--- config.mk ---
export PLATFORM = sky130hd
export DESIGN_NAME = pipe_stage_reg_n_flat
export DESIGN_NICKNAME = d
export VERILOG_FILES = /design/src/rtl/pipe_stage_reg_n_if.sv /design/src/rtl/pipe_stage_reg_n.sv /design/src/flat_wrapper.sv
export SDC_FILE = /design/constraint.sdc
export NUM_CORES = 1
export LEC_CHECK = 0
export CORE_MARGIN = 3
export CORE_UTILIZATION = 47
export CTS_BUF_LIST = sky130_fd_sc_hd__clkbuf_8
export CTS_CLUSTER_DIAMETER = 80
export DETAILED_ROUTE_END_ITERATION = 8
export PLACE_DENSITY = 0.85
export RECOVER_POWER = 50
export SETUP_SLACK_MARGIN = 0.02
export SLEW_MARGIN = 10
export SYNTH_ARGS = -nofsm -noshare
export SYNTH_HDL_FRONTEND = slang
export SYNTH_SLANG_ARGS = --single-unit
--- constraint.sdc ---
create_clock -name CLK -period 1.8 [get_ports CLK]
set_clock_uncertainty 0.1 [all_clocks]
set_input_delay 0.18 -clock CLK [delete_from_list [all_inputs] [get_ports CLK]]
set_output_delay 0.18 -clock CLK [all_outputs]
set_load 0.005 [all_outputs]
--- src/rtl/pipe_stage_reg_n_if.sv ---
// Signal bundle between a datapath stage and pipe_stage_reg_n.
// The master side drives the stage inputs; the slave side is the register chain.
interface pipe_stage_reg_n_if #(
    parameter int DATA_W = 128,
    parameter int NSTAGE = 1,
    parameter int LD_W   = 32
);
    localparam int OCC_W = $clog2(NSTAGE + 1);

    logic              enable;
    logic              flush;
    logic              in_valid;
    logic [DATA_W-1:0] in_data;
    logic              in_halt;
    logic              mem_hit;
    logic [LD_W-1:0]   mem_data;
    logic              out_valid;
    logic [DATA_W-1:0] out_data;
    logic [LD_W-1:0]   out_ld;
    logic              out_halt;
    logic [OCC_W-1:0]  occupancy;
    logic [31:0]       stall_cnt;

    modport master (
        output enable, flush, in_valid, in_data, in_halt, mem_hit, mem_data,
        input  out_valid, out_data, out_ld, out_halt, occupancy, stall_cnt
    );

    modport slave (
        input  enable, flush, in_valid, in_data, in_halt, mem_hit, mem_data,
        output out_valid, out_data, out_ld, out_halt, occupancy, stall_cnt
    );
endinterface

--- src/rtl/pipe_stage_reg_n.sv ---
// N-deep pipeline register chain with valid tracking, stall, flush, sticky halt and load-data hold.
// Optional stall-cycle counter enabled by defining PIPE_STALL_CNT_EN.
module pipe_stage_reg_n #(
    parameter int DATA_W = 128,
    parameter int NSTAGE = 1,
    parameter int LD_W   = 32
) (
    input  logic              CLK,
    input  logic              nRST,
    pipe_stage_reg_n_if.slave bus
);
    localparam int OCC_W = $clog2(NSTAGE + 1);
    localparam int LAST  = NSTAGE - 1;

    logic              valid_q [NSTAGE];
    logic              valid_d [NSTAGE];
    logic [DATA_W-1:0] data_q  [NSTAGE];
    logic [DATA_W-1:0] data_d  [NSTAGE];
    logic [LD_W-1:0]   ld_q    [NSTAGE];
    logic [LD_W-1:0]   ld_d    [NSTAGE];
    logic              halt_q  [NSTAGE];
    logic              halt_d  [NSTAGE];

    logic              hold_full_q, hold_full_d;
    logic [LD_W-1:0]   hold_data_q, hold_data_d;
    logic              out_halt_q, out_halt_d;
    logic [OCC_W-1:0]  occ_q, occ_d;
    logic [LD_W-1:0]   ld_src;

    always_comb begin
        ld_src      = bus.mem_hit ? bus.mem_data : (hold_full_q ? hold_data_q : '0);
        valid_d     = valid_q;
        data_d      = data_q;
        ld_d        = ld_q;
        halt_d      = halt_q;
        hold_full_d = hold_full_q;
        hold_data_d = hold_data_q;
        out_halt_d  = out_halt_q;

        if (bus.flush) begin
            for (int k = 0; k < NSTAGE; k++) begin
                valid_d[k] = 1'b0;
                data_d[k]  = '0;
                ld_d[k]    = '0;
                halt_d[k]  = 1'b0;
            end
            hold_full_d = 1'b0;
            hold_data_d = '0;
        end else if (bus.enable) begin
            for (int k = 1; k < NSTAGE; k++) begin
                valid_d[k] = valid_q[k-1];
                data_d[k]  = data_q[k-1];
                ld_d[k]    = ld_q[k-1];
                halt_d[k]  = halt_q[k-1];
            end
            valid_d[0]  = bus.in_valid;
            data_d[0]   = bus.in_data;
            ld_d[0]     = ld_src;
            halt_d[0]   = bus.in_halt;
            hold_full_d = 1'b0;
            hold_data_d = '0;
            // halt latches on the shift into the output stage, valid or not
            if (halt_d[LAST]) out_halt_d = 1'b1;
        end else if (bus.mem_hit) begin
            hold_full_d = 1'b1;
            hold_data_d = bus.mem_data;
        end

        occ_d = '0;
        for (int k = 0; k < NSTAGE; k++) begin
            occ_d = occ_d + OCC_W'(valid_d[k]);
        end
    end

    always_ff @(posedge CLK or negedge nRST) begin
        if (!nRST) begin
            for (int k = 0; k < NSTAGE; k++) begin
                valid_q[k] <= 1'b0;
                data_q[k]  <= '0;
                ld_q[k]    <= '0;
                halt_q[k]  <= 1'b0;
            end
            hold_full_q <= 1'b0;
            hold_data_q <= '0;
            out_halt_q  <= 1'b0;
            occ_q       <= '0;
        end else begin
            valid_q     <= valid_d;
            data_q      <= data_d;
            ld_q        <= ld_d;
            halt_q      <= halt_d;
            hold_full_q <= hold_full_d;
            hold_data_q <= hold_data_d;
            out_halt_q  <= out_halt_d;
            occ_q       <= occ_d;
        end
    end

    assign bus.out_valid = valid_q[LAST];
    assign bus.out_data  = data_q[LAST];
    assign bus.out_ld    = ld_q[LAST];
    assign bus.out_halt  = out_halt_q;
    assign bus.occupancy = occ_q;

`ifdef PIPE_STALL_CNT_EN
    logic [31:0] stall_cnt_q, stall_cnt_d;

    always_comb begin
        stall_cnt_d = stall_cnt_q;
        if (!bus.enable && !bus.flush && valid_q[0] && (stall_cnt_q != 32'hFFFF_FFFF))
            stall_cnt_d = stall_cnt_q + 32'd1;
    end

    always_ff @(posedge CLK or negedge nRST) begin
        if (!nRST) stall_cnt_q <= 32'd0;
        else       stall_cnt_q <= stall_cnt_d;
    end

    assign bus.stall_cnt = stall_cnt_q;
`else
    assign bus.stall_cnt = 32'd0;
`endif
endmodule

--- src/flat_wrapper.sv ---
// flat-port wrapper written by rule: the top's interface ports become plain ports
module pipe_stage_reg_n_flat 
#(
    parameter int DATA_W = 128,
    parameter int NSTAGE = 1,
    parameter int LD_W   = 32
)
  (CLK, nRST, bus_enable, bus_flush, bus_in_valid, bus_in_data, bus_in_halt, bus_mem_hit, bus_mem_data, bus_out_valid, bus_out_data, bus_out_ld, bus_out_halt, bus_occupancy, bus_stall_cnt);
  pipe_stage_reg_n_if #(.DATA_W(DATA_W), .NSTAGE(NSTAGE), .LD_W(LD_W)) bus_i ();
  input  logic CLK;
  input  logic nRST;
  input wire logic [$bits(bus_i.enable)-1:0] bus_enable;
  input wire logic [$bits(bus_i.flush)-1:0] bus_flush;
  input wire logic [$bits(bus_i.in_valid)-1:0] bus_in_valid;
  input wire logic [$bits(bus_i.in_data)-1:0] bus_in_data;
  input wire logic [$bits(bus_i.in_halt)-1:0] bus_in_halt;
  input wire logic [$bits(bus_i.mem_hit)-1:0] bus_mem_hit;
  input wire logic [$bits(bus_i.mem_data)-1:0] bus_mem_data;
  output wire logic [$bits(bus_i.out_valid)-1:0] bus_out_valid;
  output wire logic [$bits(bus_i.out_data)-1:0] bus_out_data;
  output wire logic [$bits(bus_i.out_ld)-1:0] bus_out_ld;
  output wire logic [$bits(bus_i.out_halt)-1:0] bus_out_halt;
  output wire logic [$bits(bus_i.occupancy)-1:0] bus_occupancy;
  output wire logic [$bits(bus_i.stall_cnt)-1:0] bus_stall_cnt;
  assign bus_i.enable = bus_enable;
  assign bus_i.flush = bus_flush;
  assign bus_i.in_valid = bus_in_valid;
  assign bus_i.in_data = bus_in_data;
  assign bus_i.in_halt = bus_in_halt;
  assign bus_i.mem_hit = bus_mem_hit;
  assign bus_i.mem_data = bus_mem_data;
  assign bus_out_valid = bus_i.out_valid;
  assign bus_out_data = bus_i.out_data;
  assign bus_out_ld = bus_i.out_ld;
  assign bus_out_halt = bus_i.out_halt;
  assign bus_occupancy = bus_i.occupancy;
  assign bus_stall_cnt = bus_i.stall_cnt;
  pipe_stage_reg_n #(.DATA_W(DATA_W), .NSTAGE(NSTAGE), .LD_W(LD_W)) u_core (.CLK(CLK), .nRST(nRST), .bus(bus_i));
endmodule
# [Word-level counts from Yosys, hierarchy flattened]
# Index checks and enable logic that the tools add are counted.
[totals] register_bits=195 in_bits=167 output_inout_bits=195 wordCells=24
[op_classes] reduce_logical=3 bitwise_logic=1 mux=14
[ops] operator="2-to-1 mux 128 bit" count=2
[ops] operator="2-to-1 mux 32 bit" count=7
[ops] operator="2-to-1 mux 1 bit" count=5
[ops] operator="AND reduction 3 bit" count=1
[ops] operator="nonzero test 3 bit" count=1
[ops] operator="nonzero test 2 bit" count=1
[ops] operator="inverter 1 bit" count=1

# [Depth between registers and ports, before layout]
[logic_depth] ltp_word=4 mapped_depth=5 mapped_depth_nobuf=2

# [Worst setup path before layout]
# Ideal clock, no wire load.
[synth_path] kind="reg2reg" from="register u_core.hold_full_q" to="register u_core.ld_q (netlist bit u_core.bus.out_ld[24])" setup_ns=0.134 path_buffers=1 synth_period_minus_slack_ns=1.135 path_stages_with_launch=4 required_time_ns=1.566 setup_slack_ns=0.665 t_arrival_ns=0.900 path_cell_list="dfrtp_1 > nor2_2 > buf_4 > o32ai_2"
[synth_between] elab_chain_cells=4
[synth_rtl] element="from (decl)" line="pipe_stage_reg_n.sv:24" source="logic hold_full_q, hold_full_d;"
[synth_rtl] element="from (signal assigned)" line="pipe_stage_reg_n.sv:92" source="hold_full_q <= hold_full_d;"
[synth_rtl] element="2-to-1 mux 32 bit (2 in a row)" line="pipe_stage_reg_n.sv:31" source="ld_src = bus.mem_hit ? bus.mem_data : (hold_full_q ? hold_data_q : '0);"
[synth_rtl] element="2-to-1 mux 32 bit" line="pipe_stage_reg_n.sv:49" source="end else if (bus.enable) begin"
[synth_rtl] element="2-to-1 mux 32 bit" line="pipe_stage_reg_n.sv:40" source="if (bus.flush) begin"
[synth_rtl] element="to (signal assigned)" line="pipe_stage_reg_n.sv:90" source="ld_q <= ld_d;"
[synth_rtl] element="to (decl)" line="pipe_stage_reg_n.sv:19" source="logic [LD_W-1:0] ld_q [NSTAGE];"
# No other way between the ends. The select of a mux whose other input is x is not followed.
# A chain may end at the register's enable or synchronous reset.

# [Final worst setup path]
[layout_path] from="register u_core.data_q (netlist bit u_core.bus.out_data[41])" to="output bus_out_data[41]"
[layout_rtl] element="from (decl)" line="pipe_stage_reg_n.sv:17" source="logic [DATA_W-1:0] data_q [NSTAGE];"
[layout_rtl] element="from (signal assigned)" line="pipe_stage_reg_n.sv:89" source="data_q <= data_d;"
[layout_rtl] element="to (decl)" line="flat_wrapper.sv:20" source="output wire logic [$bits(bus_i.out_data)-1:0] bus_out_data;"
# No word-level cell between the ends.

==> results.sh <==
export IMPL_clk_latency_ns=0.46
export IMPL_power_per_cell_area_mw_per_mm2=771
export IMPL_ioPinCount=362
export IMPL_diodes=0
export IMPL_worst_slack_ns=0.0925
export IMPL_wl_met3_mm=1.25
export IMPL_rsz0062_at_grt="false"
export IMPL_critPathMaxStageDelay_ns=0.55
export IMPL_htree_levels=4
export IMPL_cp_num_buf_inv=1
export IMPL_finalCoreUtilization_pct=69.4
export IMPL_multi_input_area_sq_mm=0.00286
export IMPL_antenna_left=0
export IMPL_area_delta_synth_final_pct=43.9
export IMPL_setup_viol_count_final=0
export IMPL_finalNetCount=1160
export IMPL_yosysSeqAreaShare_pct=58.3
export IMPL_layout_area_seq_sq_mm=0.00488
export IMPL_crit_path_start_kind="flop"
export IMPL_p_leak_uw=0.00561
export IMPL_dieArea_sq_mm=0.0195
export IMPL_peakVddDrop_v=0.000458
export IMPL_hold_viol=0
export IMPL_fp_coreArea_sq_mm=0.0174
export IMPL_synth_cells=668
export IMPL_die_h_um=140
export IMPL_synth_distinct_cells=17
export IMPL_vias=6027
export IMPL_start_util_pct=48.3
export IMPL_fin_crit_sh_pct=94.9
export IMPL_drive_above_1_share_pct=8.37
export IMPL_wl_met1_mm=8.82
export IMPL_met2_length_mm=12.0
export IMPL_power_uw=9290
export IMPL_antenna_found_initial=0
export IMPL_post_cts_buffers=0
export IMPL_overflow=0
export IMPL_fill_cells=1263
export IMPL_syn_avg_cell_area_sq_um=12.5
export IMPL_cts_buffers=17
export IMPL_first_iter_violations=218
export IMPL_arrival_ns=1.43
export IMPL_crit_fanout=2
export IMPL_clock_sinks=195
export IMPL_grt_use_total_pct=23.6
export IMPL_clock_path_buffers=2
export IMPL_yosys_warnings=0
export IMPL_cp_slowest_cell="clkdlybuf4s50_1"
export IMPL_crit_chain="clkdlybuf4s50_1"
export IMPL_hold_slack_ns=0.126
export IMPL_dr_pass1_iters=4
export IMPL_numPortBuffers=329
export IMPL_max_slew_margin_pct=21.9
export IMPL_cp_end_kind="output pin"
export IMPL_layout_min_cycle_time_ns=1.71
export IMPL_crit_required_ns=1.52
export IMPL_tightest_slew_ns=1.17
export IMPL_max_cap_violations=0
export IMPL_fp_dieW_um=140
export IMPL_detailed_place_hpwl_mm=16.8
export IMPL_clkTransAtPathRegs_ns=0.10
export IMPL_hp_class="input port to asynchronous set/reset pin"
export IMPL_setup_tns_final_ns=0
export IMPL_outcome="finished, final reports clean"
export IMPL_via_per_inst=4.90
export IMPL_grt_pass1_wl_mm=36.2
export IMPL_row_count=48
export IMPL_fmax_ghz=0.586
export IMPL_worst_setup_path_type="flop to output pin"
export IMPL_globalplace_congestion=0.833
export IMPL_path_delay_family="buffers and inverters"
export IMPL_grt_max_degree=91
export IMPL_drc_errors=0
export IMPL_routed_top_layer="met4"
export IMPL_drv_slew=0
export IMPL_grt_pass1_vias=6534
export IMPL_ys_ff_latch=195
export IMPL_cts_tree="built"
export IMPL_root_buffer="clkbuf_8"
export IMPL_pre_cts_slack_ns=0.340
export IMPL_netlist_area_sq_mm=0.00838
export IMPL_wl_mm=22.7
export IMPL_routedWlPerCell_um=18.4
-- metrics by stage --
stage          std cells  cell area [sq um]
6_report            1229              12100
3_3_place_gp        1198              11700
2_1_floorplan        699               8490
4_1_cts             1229              12200
5_1_grt             1229              12100
3_5_place_dp        1198              11700
-- what timing repair did --
action                                 CTS  global route
hold buffers                             1             0
endpoints found under the hold margin  170             0
resized for setup                        0             0
-- cell usage in the layout (no fill, tap or decap), types with 2 or more instances in the layout --
cell             Yosys  layout
o32ai_2             27      27
clkbuf_2             0       7
o32ai_1              5       5
buf_12               0       4
clkbuf_8             0      18
bufinv_16            0       4
clkinv_2             0       4
buf_2               11       2
inv_1               33      33
dfrtp_1            195     195
buf_4               40       9
nor2_1             162     162
conb_1               1      32
mux2i_1            161     161
clkdlybuf4s50_1      0     325
clkbuf_1             5       5
inv_6                0       3
-- synth_stat cells --
master | number | area (sq um)
conb_1 | 1 | 3.75
dfrtp_1 | 195 | 4880
mux2i_1 | 161 | 1610
buf_4 | 40 | 300
nor2_1 | 162 | 608
clkbuf_1 | 5 | 18.8
buf_2 | 11 | 55.1
buf_6 | 22 | 248
o32ai_2 | 27 | 439
or2_1 | 1 | 6.26
o21bai_1 | 1 | 7.51
buf_8 | 1 | 15.0
o32ai_1 | 5 | 43.8
inv_1 | 33 | 124
nand2b_1 | 1 | 6.26
nor2_2 | 1 | 6.26
buf_1 | 1 | 3.75
-- path summary, 6_finish.rpt --
check,start,end,slack (ns),cells after the start
setup / recovery,u_core.bus.out_data[41]$_DFFE_PN0N_,bus_out_data[41],0.09,1
hold / removal,nRST,u_core.hold_data_q[13]$_DFFE_PN0P_,0.13,2
setup reg to reg,u_core.hold_full_q$_DFFE_PN0P_,u_core.bus.out_ld[27]$_DFFE_PN0N_,0.49,3
hold reg to reg,u_core.bus.out_halt$_DFFE_PN0P_,u_core.bus.out_halt$_DFFE_PN0P_,0.41,1
max in group asynchronous,nRST,u_core.bus.out_data[62]$_DFFE_PN0N_,0.45,3
min in group CLK,bus_mem_hit,u_core.hold_full_q$_DFFE_PN0P_,0.13,3
-- layer usage --
| metal | vias up | track usage (%) |
|---|---|---|
| met3 | 37 | 5.40 |
| met2 | 213 | 41.2 |
| met4 | 0 | 8.24 |
| li1 | 2799 | - |
| met1 | 2978 | 28.8 |
| met5 | - | 0 |
-- sequential cells by signal, summed over array words and instances, names as in the netlist --
| signal | flops |
|---|---|
| u_core.hold_full_q | 1 |
| u_core.bus.out_valid | 1 |
| u_core.bus.out_data | 128 |
| u_core.hold_data_q | 32 |
| u_core.bus.out_ld | 32 |
| u_core.bus.out_halt | 1 |
-- where the power goes --
group	internal [uW]	total, uW	switching, uW
combinational	906	1570	660
sequential	4590	4700	113
clock	1500	3020	1520
-- cells by family after synthesis --
kind of cell | count (synthesis) | share of synthesized area [%]
other | 1 | 0.0448
AO/OA/AOI/OAI | 33 | 5.86
multiplexers | 161 | 19.2
buffers and inverters | 113 | 9.13
flip-flops | 195 | 58.3
AND/OR/NAND/NOR | 165 | 7.48
-- cell type report --
cell class | instances | area share (%)
inverter | 33 | 1.03
clock inverter | 13 | 1.52
tap | 225 | 2.34
timing repair buffer | 355 | 29.0
multi-input combinational | 391 | 23.7
sequential | 195 | 40.5
clock buffer | 17 | 1.94
No activity file was read; power rests on OpenSTA's default activity.
